## config.mk

```make
export PLATFORM = sky130hd
export DESIGN_NAME = crc_serial_engine
export DESIGN_NICKNAME = d
export VERILOG_FILES = /design/src/rtl/crc_serial_pkg.sv /design/src/rtl/crc_serial_step.sv /design/src/rtl/crc_serial_engine.sv
export SDC_FILE = /design/constraint.sdc
export NUM_CORES = 1
export LEC_CHECK = 0
export CAP_MARGIN = 30
export CORE_MARGIN = 4
export CORE_UTILIZATION = 53
export CTS_BUF_LIST = sky130_fd_sc_hd__clkbuf_2
export CTS_CLUSTER_DIAMETER = 150
export DETAILED_ROUTE_END_ITERATION = 6
export PLACE_DENSITY = 0.91
export SYNTH_ARGS = -nofsm -noshare
export SYNTH_HDL_FRONTEND = slang
export SYNTH_SLANG_ARGS = --single-unit
```

## constraint.sdc

```tcl
create_clock -name clk -period 1.95 [get_ports clk]
set_input_delay 0.39 -clock clk [delete_from_list [all_inputs] [get_ports clk]]
set_output_delay 0.39 -clock clk [all_outputs]
set_load 0.1 [all_outputs]
```

## src/rtl/crc_serial_pkg.sv

```systemverilog
// Shared types and well-known polynomials for the serial CRC engine.
// Imported by crc_serial_step and crc_serial_engine.
package crc_serial_pkg;

  typedef enum logic [1:0] {
    ST_IDLE,
    ST_RUN,
    ST_DONE
  } state_e;

  localparam logic [7:0]  DOW_CRC8_POLY    = 8'h31;
  localparam logic [15:0] MAXIM_CRC16_POLY = 16'h8005;

endpackage

```

## src/rtl/crc_serial_step.sv

```systemverilog
// One-bit combinational CRC update, LSB-first (reflected) or MSB-first.
// The reflected form uses the bit-reversed polynomial.
module crc_serial_step
  import crc_serial_pkg::*;
#(
  parameter int               CRC_W   = 8,
  parameter logic [CRC_W-1:0] POLY    = CRC_W'(DOW_CRC8_POLY),
  parameter bit               REFLECT = 1'b1
) (
  input  logic [CRC_W-1:0] crc_i,
  input  logic             bit_i,
  output logic [CRC_W-1:0] crc_o
);

  logic fb;

  if (REFLECT) begin : g_ref
    logic [CRC_W-1:0] poly_rev;
    for (genvar i = 0; i < CRC_W; i++) begin : g_rev
      assign poly_rev[i] = POLY[CRC_W-1-i];
    end
    assign fb    = crc_i[0] ^ bit_i;
    assign crc_o = (crc_i >> 1) ^ (fb ? poly_rev : '0);
  end else begin : g_msb
    assign fb    = crc_i[CRC_W-1] ^ bit_i;
    assign crc_o = (crc_i << 1) ^ (fb ? POLY : '0);
  end

endmodule

```

## src/rtl/crc_serial_engine.sv

```systemverilog
// Bit-serial CRC engine: IDLE -> RUN -> DONE, one bit per valid cycle.
// Define CRC_SERIAL_CHECK_EN to build the zero-residue crc_ok flag.
module crc_serial_engine
  import crc_serial_pkg::*;
#(
  parameter int               CRC_W   = 8,
  parameter logic [CRC_W-1:0] POLY    = CRC_W'(DOW_CRC8_POLY),
  parameter logic [CRC_W-1:0] INIT    = '0,
  parameter logic [CRC_W-1:0] XOROUT  = '0,
  parameter bit               REFLECT = 1'b1,
  parameter int               LEN_W   = 10
) (
  input  logic             clk,
  input  logic             rst_n,
  input  logic             start,
  input  logic [LEN_W-1:0] len,
  input  logic             bit_valid,
  input  logic             bit_in,
  output logic             busy,
  output logic             done,
  output logic [CRC_W-1:0] crc_out,
  output logic             crc_ok
);

  state_e           state_q;
  logic [CRC_W-1:0] crc_q;
  logic [CRC_W-1:0] crc_d;
  logic [LEN_W-1:0] cnt_q;
  logic             busy_q;
  logic             done_q;
  logic [CRC_W-1:0] out_q;

  crc_serial_step #(
    .CRC_W  (CRC_W),
    .POLY   (POLY),
    .REFLECT(REFLECT)
  ) u_step (
    .crc_i(crc_q),
    .bit_i(bit_in),
    .crc_o(crc_d)
  );

`ifdef CRC_SERIAL_CHECK_EN
  logic ok_q;
  assign crc_ok = ok_q;
`else
  assign crc_ok = 1'b0;
`endif

  always_ff @(posedge clk) begin
    if (!rst_n) begin
      state_q <= ST_IDLE;
      crc_q   <= '0;
      cnt_q   <= '0;
      busy_q  <= 1'b0;
      done_q  <= 1'b0;
      out_q   <= '0;
`ifdef CRC_SERIAL_CHECK_EN
      ok_q    <= 1'b0;
`endif
    end else if (start) begin
      // Accepted from every state; in RUN this is a restart.
      crc_q <= INIT;
      cnt_q <= len;
      if (len == '0) begin
        state_q <= ST_DONE;
        busy_q  <= 1'b0;
        done_q  <= 1'b1;
        out_q   <= INIT ^ XOROUT;
`ifdef CRC_SERIAL_CHECK_EN
        ok_q    <= (INIT == '0);
`endif
      end else begin
        state_q <= ST_RUN;
        busy_q  <= 1'b1;
        done_q  <= 1'b0;
      end
    end else begin
      unique case (state_q)
        ST_IDLE: begin
          done_q <= 1'b0;
        end
        ST_RUN: begin
          if (bit_valid) begin
            crc_q <= crc_d;
            cnt_q <= cnt_q - 1'b1;
            if (cnt_q == LEN_W'(1)) begin
              state_q <= ST_DONE;
              busy_q  <= 1'b0;
              done_q  <= 1'b1;
              out_q   <= crc_d ^ XOROUT;
`ifdef CRC_SERIAL_CHECK_EN
              ok_q    <= (crc_d == '0);
`endif
            end
          end
        end
        ST_DONE: begin
          state_q <= ST_IDLE;
          done_q  <= 1'b0;
        end
        default: begin
          state_q <= ST_IDLE;
          busy_q  <= 1'b0;
          done_q  <= 1'b0;
        end
      endcase
    end
  end

  assign busy    = busy_q;
  assign done    = done_q;
  assign crc_out = out_q;

endmodule
```

==> results.rst <==
.. list-table::
   :header-rows: 1

   * - Metric
     - Value
   * - Avg Cell Area, Syn
     - 8.735 um2
   * - Avg Vias per Cell
     - 5.842
   * - Post-synth cell types
     - 39
   * - Time the final worst path needs with I/O delays and setup
     - 1691 ps
   * - Leakage Power
     - 0.6178 nW
   * - Maximum fanout along the worst path
     - 8
   * - Data arrival, critical path
     - 1950 ps
   * - Top cells by instance count after synthesis
     - sky130_fd_sc_hd__dfxtp_1, sky130_fd_sc_hd__nand2_1, sky130_fd_sc_hd__a21oi_1, sky130_fd_sc_hd__o21ai_0, sky130_fd_sc_hd__o2bb2ai_1
   * - Hold-fix buffer count after cts
     - 0
   * - Wire length of the first global-routing pass
     - 5382 um
   * - Launch instance of the worst register-to-register path
     - cnt_q[3]
   * - Async set or reset register ratio after synthesis
     - 0%
   * - Clock tree from TritonCTS
     - done
   * - Rel. slew slack
     - 66.37%
   * - Depth of the most critical reg-to-reg path
     - 4
   * - Die width
     - 59.03 um
   * - Clk Latency, worst-skew pair
     - 380 ps
   * - Clock skew after layout
     - 15.52 ps
   * - Worst-case vdd ir drop
     - 0.4649 mV
   * - Maximum number of buffers from clock root to sink
     - 2
   * - Synth top area share
     - 43.52%
   * - Maximum clock rate
     - 0.5915 GHz
   * - Effective utilization at floorplan
     - 55.71%
   * - Overall power consumption
     - 1.141 mW
   * - Core Rows
     - 18
   * - Die boundary height
     - 59.03 um
   * - Synth warnings
     - 0
   * - Final number of max-transition violations
     - 0
   * - Pre-antenna DRT Iters
     - 4
   * - Cell area after placement
     - 1619 um2
   * - Capturing point of the worst reg2reg path
     - crc_out[7]
   * - Max-capacitance violation count
     - 0
   * - Register area share after synthesis
     - 43.52%
   * - ANT nets after route
     - 0
   * - CTS buffer count
     - 5
   * - Worst-path cell with the longest stage delay
     - sky130_fd_sc_hd__nor4_4
   * - Area occupied by multi-input gates
     - 720.7 um2
   * - Hold Path Sink
     - crc_out[5]
   * - Kind of path behind the tightest hold check
     - reg2reg
   * - Sink Count
     - 30
   * - Cells resized by post-CTS repair
     - 0
   * - Max H-tree Level
     - 2
   * - Initial antenna violation count
     - 0
   * - Die footprint
     - 3485 um2
   * - Cell-by-cell listing of the critical path
     - nor4_4, nand4_1, a22oi_4, o22ai_1
   * - Initial drt markers
     - 51
   * - Cell depth of the worst hold path
     - 2
   * - Top cells by area in the synthesized netlist
     - sky130_fd_sc_hd__dfxtp_1, sky130_fd_sc_hd__nand2_1, sky130_fd_sc_hd__a21oi_1
   * - Number of fill cells in the layout
     - 207
   * - Slack of the worst reg-to-reg path
     - 260 ps
   * - CTS clk-pin slew, worst paths
     - 150 ps
   * - Required @ worst endpoint
     - 2210 ps
   * - Measured slew at the worst slew-check pin
     - 500.8 ps
   * - Sequential standard cell area
     - 600.6 um2
   * - Count of input and output buffers
     - 24
   * - Synthesis-to-layout area growth
     - 20.31%
   * - Count of state elements after synthesis
     - 30
   * - Final layout net count
     - 201
   * - Source of the worst hold timing path
     - crc_out[5]
   * - WS Path Type
     - reg2reg
   * - Summed instance area of the synthesized netlist
     - 1380 um2
   * - Residual DRC count
     - 0
   * - Net Count, Synth
     - 175
   * - Number of global-route vias before repair
     - 1271
   * - # diodes
     - 0
   * - Global-route usage over all layers
     - 20.95%
   * - Post-DP HPWL
     - 2302 um
   * - I/O Pins
     - 26
   * - Flip-flop cell with the highest count after synthesis
     - sky130_fd_sc_hd__dfxtp_1
   * - Number of flops mapped to enable cells by yosys
     - 0
   * - Most area-hungry cell type in the Yosys netlist
     - sky130_fd_sc_hd__dfxtp_1
   * - Pin count of the biggest net entering global routing
     - 23
   * - Final Hold Vio Count
     - 0
   * - Routability cong.
     - 0.8856
   * - Total congestion overflow
     - 0
   * - Synthesized netlist cell count
     - 158
   * - Setup repair bufs after CTS
     - 0
   * - Areal power density over the cells
     - 687.4 nW/um2
   * - Core area
     - 2477 um2
   * - Final setup violating endpoints
     - 0
   * - Clock root buffer
     - sky130_fd_sc_hd__clkbuf_2
   * - Nature of the critical path startpoint
     - register
   * - Per-cell routed wire length
     - 14.38 um
   * - Routed vias
     - 1256
   * - Setup repair after global routing missed its margin
     - no
   * - Final critical-path share of the clock period
     - 86.70%
   * - Proportion of layout cells with a drive suffix above 1
     - 12.97%
   * - Kind of end point of the critical path
     - register
   * - Total length of routed wires
     - 3091 um
   * - Largest stage delay, worst path
     - 460 ps
   * - Design Area, Final
     - 1660 um2
   * - Status
     - finished, final reports clean
   * - Post-route setup TNS
     - 0 ps
[power by group]
part / internal, mW / switching [mW] / total, mW
Clock: 0.0815 / 0.223 / 0.304
Sequential: 0.634 / 0.0245 / 0.659
Combinational: 0.0755 / 0.103 / 0.178
[critical path, delay by kind of cell (launching register included)]
kind,cells,cell delay [ps]
AO/OA/AOI/OAI,2,450
flip-flops,1,410
AND/OR/NAND/NOR,2,710
[cells by family after synthesis]
logic type                 Yosys count  synth area share, %
DFF                                 30                43.52
buffers and inverters               13                4.261
AOI/OAI and AO/OA                   43                21.22
xor gates and xnor gates            10                6.346
and+or+nand+nor                     59                22.58
other                                1               0.2717
adders and majority gates            2                1.813
[through the flow]
step | util (%) | instances | setup WS, ps | hold slack (ps)
floorplan | - | 158 | 509.0 | 445.3
finish | 67.02 | 215 | 259.3 | 463.2
CTS | 67.02 | 215 | 283.7 | 466.9
global route | 67.02 | 215 | 190.8 | 489.7
global placement | 65.35 | 207 | -27.85 | 441.1
detailed placement | 65.35 | 207 | -53.70 | 447.7
[layout by cell type (no fill, tap or decap), drive strengths merged, types with 2 or more instances in the layout]
cell type,count
nand2,30
o211a,2
clkinv,2
o21ai,8
xor2,4
nor3,4
o2bb2ai,7
and3,2
nand4,3
a21oi,14
dfxtp,30
xnor2,6
clkbuf,5
nor2,5
or3,2
a31oi,3
nand3,2
o21a,2
ha,2
inv,4
buf,14
nor4,3
clkdlybuf4s50,14
[layout make-up]
type | count | share of cell area (%)
multi-input cells | 115 | 43.41
clock inverters | 3 | 0.9797
well taps | 30 | 2.261
flip-flops and latches | 30 | 36.17
inverters | 4 | 0.9043
repair buffers | 28 | 14.77
clock buffers | 5 | 1.507
[sequential cells by signal, indices dropped and copies added, names as in the netlist]
name and flops:
done 1, busy 1, state_q 2, cnt_q 10, crc_out 8, crc_q 8
[per-layer routing]
metal | vias up | part of all wire [%] | global-route usage (%)
met5 | - | 0 | 0
met4 | 0 | 1.8 | 15.21
met3 | 7 | 7.1 | 5.229
met2 | 47 | 51 | 35.02
met1 | 591 | 40 | 22.86
li1 | 611 | - | -
[worst max-delay path by stage]
| stage | end | cells past startpoint | slack, ps | startpoint |
|---|---|---|---|---|
| final | crc_out[7] | 4 | 260 | cnt_q[3] |
| after global routing | crc_out[6] | 4 | 190 | cnt_q[3] |
| after CTS | crc_out[7] | 4 | 280 | cnt_q[3] |
| after detailed placement | crc_out[7] | 5 | -50 | len[7] |
| after global placement | crc_out[7] | 5 | -30 | len[7] |
| after floorplan | crc_out[2] | 7 | 510 | cnt_q[1] |
(Power assumes the default switching activity.)
==> variant 1 (config.mk and constraints unchanged) <==
The option `CRC_SERIAL_CHECK_EN` is turned on by a define.
--- a/src/rtl/crc_serial_engine.sv
+++ b/src/rtl/crc_serial_engine.sv
@@ -1,5 +1,7 @@
 // Bit-serial CRC engine: IDLE -> RUN -> DONE, one bit per valid cycle.
 // Define CRC_SERIAL_CHECK_EN to build the zero-residue crc_ok flag.
+`define CRC_SERIAL_CHECK_EN
+
 module crc_serial_engine
   import crc_serial_pkg::*;
 #(
Formal check against the unedited RTL: not equivalent (Yosys sat finds a counterexample within 4 cycles, from zero or initial values and one cycle with rst_n low).
==> variant 1 against the unedited design <==
  * Setup slack better by 0.043 ns
  * Area after synthesis up 4.4%
  * Routed wire length up 15%
  * Clock power is 45% higher
  * Largest power group unchanged
  * Sequential cell count increased by 1
  * First-iteration DRC count grew 25%
  * Total power rose by 16%
  * Largest cell class unchanged
  * Global-route usage grew 1.2 points
  * Final cell count is 8.4% higher
  * Critical endpoint is now crc_ok
  * Design area up 9.8%
==> variant 1: results (changes against the unedited design) <==
* R2R cell count at 6 (was 4)
* DP HPWL at 2770 µm (was 2300 µm)
* DRT iter0 DRCs at 64 (was 51)
* Synthesized Nets at 181 (was 175)
* Worst skew pair latency at a little under 0.4 ns
* Fillers at 187 (was 207)
* Top Layer Used: met4 (unchanged)
* First-pass DRT Iterations at 4 (unchanged)
* Biggest register: cnt_q (unchanged)
* Number of flip-flops in the largest register at 10 (unchanged)
* CTS Buffer Depth at 2 (unchanged)
* Root buffer cell: clkbuf_2 (unchanged)
* Largest net degree at the start of global routing at 13 (was 23)
* Leak at 0.000685 µW (was 0.000618 µW)
* Met1 Wirelength at 1540 µm (was 1250 µm)
* Ys async rst share at 0% (unchanged)
* Worst Path Arrival at 2.00 ns (was 1.95 ns)
* Main synth FF type: dfxtp_1 (unchanged)
* Worst rel slew slack at 72.1% (was 66.4%)
* Top post-synthesis cells by area: dfxtp_1, nand2_1, a21oi_1 (unchanged)
* Fraction of layout instances using a drive strength above 1 at 16.3% (was 13.0%)
* Metal3 WL at 278 µm (was 218 µm)
* Vias in the first global route at 1278 (was 1271)
* Worst hold path type: register to register (unchanged)
* Detail Route Antenna Nets at 0 (unchanged)
* Peak supply drop at 773 µV (was 465 µV)
* CP max stage delay at 0.43 ns (was 0.46 ns)
* Outcome: complete, no violations (unchanged)
* Avg WL per Cell at 15.3 µm (was 14.4 µm)
* Worst hold stages at 2 (unchanged)
* Met2 WL at 1670 µm (was 1570 µm)
* Synth unique cells at 40 (was 39)
* Via Count at 1384 (was 1256)
* Final nets at 219 (was 201)
* First-pass GRT wire length at 5790 µm (was 5380 µm)
* Top cells by count, synth: dfxtp_1, nand2_1, a21oi_1 (unchanged)
* Synthesis Warnings at 0 (unchanged)
* Cts bufs inserted at 5 (unchanged)
* Initial antenna violation count at 0 (unchanged)
* GP Congestion at 0.919 (was 0.886)
* Setup bufs post-CTS at 0 (unchanged)
* CTS clk-pin slew, worst paths at 0.17 ns (was 0.15 ns)
* Crit path depth at 5 (was 4)
* Ant diodes at 0 (unchanged)
* All-layer global routing usage at 22.2% (was 21.0%)
* Family with the most delay on the worst path: simple AND/OR/NAND/NOR gates (unchanged)
* Worst Skew at 0.0331 ns (was 0.0155 ns)
* PortBufs at 25 (was 24)
* Max FO, Critical Path at 9 (was 8)
* Seq/Total Area, Yosys at 43.1% (was 43.5%)
* Post-route DRC at 0 (unchanged)
* H-tree depth at 2 (unchanged)
* Slowest CP cell: nor4_1 (was nor4_4)
* Post-CTS Resized at 0 (unchanged)
==> variant 1: worst register-to-register path, cell delays in order, from the launching register on <==
cell     delay [ns]
dfxtp_1        0.38
inv_1          0.09
ha_1           0.14
and3b_1        0.20
nand4_1        0.19
a22oi_4        0.36
o221a_1        0.22
==> variant 1: power breakdown <==
part,internal [µW],switching (µW)
Clock,211,229
Sequential,656,27.0
Combinational,86.3,111
==> variant 1: logic make-up after synthesis <==
| group | count (synthesis) | synth area share [%] |
|---|---|---|
| xor+xnor | 10 | 6.08 |
| simple gates | 68 | 25.8 |
| flops | 31 | 43.1 |
| compound gates | 42 | 19.8 |
| buf+inv | 11 | 3.47 |
| fa+ha+maj | 2 | 1.74 |
==> variant 1: cell type report <==
cell class | instances | area (µm²) | area share [%]
multi-input cells | 122 | 769 | 42.2
flip-flops and latches | 31 | 621 | 34.0
repair buffers | 37 | 313 | 17.2
clock inverters | 3 | 38.8 | 2.13
well taps | 30 | 37.5 | 2.06
clock buffers | 5 | 25.0 | 1.37
inverters | 5 | 18.8 | 1.03
==> variant 1: stage by stage <==
step | instances | setup slack, ns | area [µm²] | setup TNS (ns) | util, %
floorplan | 164 | 0.510 | 1440 | 0 | -
CTS | 233 | 0.314 | 1820 | 0 | 71.6
global placement | 225 | -0.0363 | 1760 | -0.0504 | 69.1
detailed placement | 225 | -0.0996 | 1760 | -0.636 | 69.1
finish | 233 | 0.302 | 1820 | 0 | 71.6
global route | 233 | 0.147 | 1820 | 0 | 71.6
==> variant 1: per-layer routing <==
metal / vias up / GRT usage [%]
met4: 0 / 10.1
li1: 674 / -
met1: 647 / 26.4
met2: 56 / 35.5
met5: - / 0
met3: 7 / 7.78
==> variant 1: final timing paths <==
path	from	to	slack, ns
setup / recovery	len[2]	crc_ok	0.30
hold / removal	crc_out[5]	crc_out[5]	0.48
setup reg to reg	cnt_q[1]	crc_ok	0.32
hold reg to reg	crc_out[5]	crc_out[5]	0.48
==> variant 2 (same settings) <==
Made on the original files. Re-encode `state_e` (3 states) as one-hot, 3 bits wide.
--- a/src/rtl/crc_serial_pkg.sv
+++ b/src/rtl/crc_serial_pkg.sv
@@ -2,10 +2,10 @@
 // Imported by crc_serial_step and crc_serial_engine.
 package crc_serial_pkg;
 
-  typedef enum logic [1:0] {
-    ST_IDLE,
-    ST_RUN,
-    ST_DONE
+  typedef enum logic [2:0] {
+    ST_IDLE = 3'b001,
+    ST_RUN  = 3'b010,
+    ST_DONE = 3'b100
   } state_e;
 
   localparam logic [7:0]  DOW_CRC8_POLY    = 8'h31;
Behaviour: no difference found for any inputs over 10 cycles, from zero or initial values and one cycle with rst_n low; not proved beyond that.
==> variant 2 against the unedited design <==
  * Area after synthesis is 4.7% higher
  * Non-clock buffer count grew 6
  * Via count increased by 2.8%
  * Routed wire length up 11%
  * Setup slack worse by 0.016 ns
  * Design area increased by 7.7%
  * Sequential cell count grew 1
  * Total power is 1.8% higher
==> variant 2: results (changes against the unedited design) <==
* DRT iter0 DRCs at 80 (was 51)
* Fmax at 586 MHz (was 591 MHz)
* Largest net degree at the start of global routing at 19 (was 23)
* Pre-CTS setup slack at -0.0802 ns (was -0.0537 ns)
* Outcome: complete, no violations (unchanged)
* CP max stage delay at 0.43 ns (was 0.46 ns)
* Fraction of layout instances using a drive strength above 1 at 22.5% (was 13.0%)
* Met1 Track Usage GR at 22.0% (was 22.9%)
* Int Pwr at 834 µW (was 791 µW)
* Slowest CP cell: dfxtp_1 (was nor4_4)
* Worst Skew at 0.00397 ns (was 0.0155 ns)
* R2R cell count at 5 (was 4)
* Post-Syn Area per Cell at 9.38 µm² (was 8.73 µm²)
* Max FO, Critical Path at 7 (was 8)
* Ant diodes at 0 (unchanged)
* Final Non-Filler Cells at 217 (was 215)
* Met2 WL at 1810 µm (was 1570 µm)
* All-layer global routing usage at 21.8% (was 21.0%)
* Fin Hold WS at 0.493 ns (was 0.463 ns)
* Min-Delay Endpoint: crc_q[4] (was crc_out[5])
* Seq/Total Area, Yosys at 42.9% (was 43.5%)
* Peak supply drop at 675 µV (was 465 µV)
* First-pass GRT wire length at 5720 µm (was 5380 µm)
* Metal3 WL at 223 µm (was 218 µm)
* Crit. Startpoint: cnt_q[0] (was cnt_q[3])
* Slack of the worst reg-to-reg path at 0.24 ns (was 0.26 ns)
* DP Area at 1740 µm² (was 1620 µm²)
* Fillers at 206 (was 207)
* Met1 Wirelength at 1270 µm (was 1250 µm)
* Met2 usage in global routing at 39.8% (was 35.0%)
* Top post-synthesis cells by area: dfxtp_1, a21oi_1, a32o_1 (was dfxtp_1, nand2_1, a21oi_1)
* Placed cell count at 209 (was 207)
* GP Congestion at 0.869 (was 0.886)
* Avg WL per Cell at 15.8 µm (was 14.4 µm)
* Vias/cell at 5.95 (was 5.84)
* Final nets at 203 (was 201)
* Worst Path Arrival at 2.02 ns (was 1.95 ns)
* Leak at 0.000648 µW (was 0.000618 µW)
* Met3 GRT Util at 6.48% (was 5.23%)
* DP HPWL at 2590 µm (was 2300 µm)
* Final Instance Area at 1790 µm² (was 1660 µm²)
* Worst skew pair latency at 0.36 ns (was 0.38 ns)
* Top cells by count, synth: dfxtp_1, nand2_1, a21oi_1 (unchanged)
[variant 2: cell count changes after synthesis, moves of 3 or more]
| cell | delta |
|---|---|
| a31oi_1 | -3 |
| a32o_1 | +7 |
| clkbuf_1 | -3 |
| nand2_1 | -12 |
| nor2b_1 | +3 |
| nor4_1 | +3 |
| o2bb2ai_1 | -7 |
[variant 2: final cells by class]
type                            instances  area share (%)
Multi-Input combinational cell        111            43.4
Inverter                                3           0.630
Tap cell                               30            2.10
Clock inverter                          1           0.280
Sequential cell                        31            34.7
Timing Repair Buffer                   34            16.9
Clock buffer                            7            1.96
[variant 2: power by group through the flow]
stage               logic, µW  clock network (µW)  registers [µW]
finish                    176                 309             677
floorplan                 102                   0             695
detailed placement        173                   0             690
global placement          168                   0             687
CTS                       174                 327             676
global route              191                 360             680
[variant 2: kinds of logic after synthesis]
logic type	after synthesis	synth area share, %
fa+ha+maj	2	1.73
xor+xnor	12	7.27
other cells	1	0.259
simple gates	52	23.1
buf+inv	12	4.24
flops	31	42.9
compound gates	44	20.4
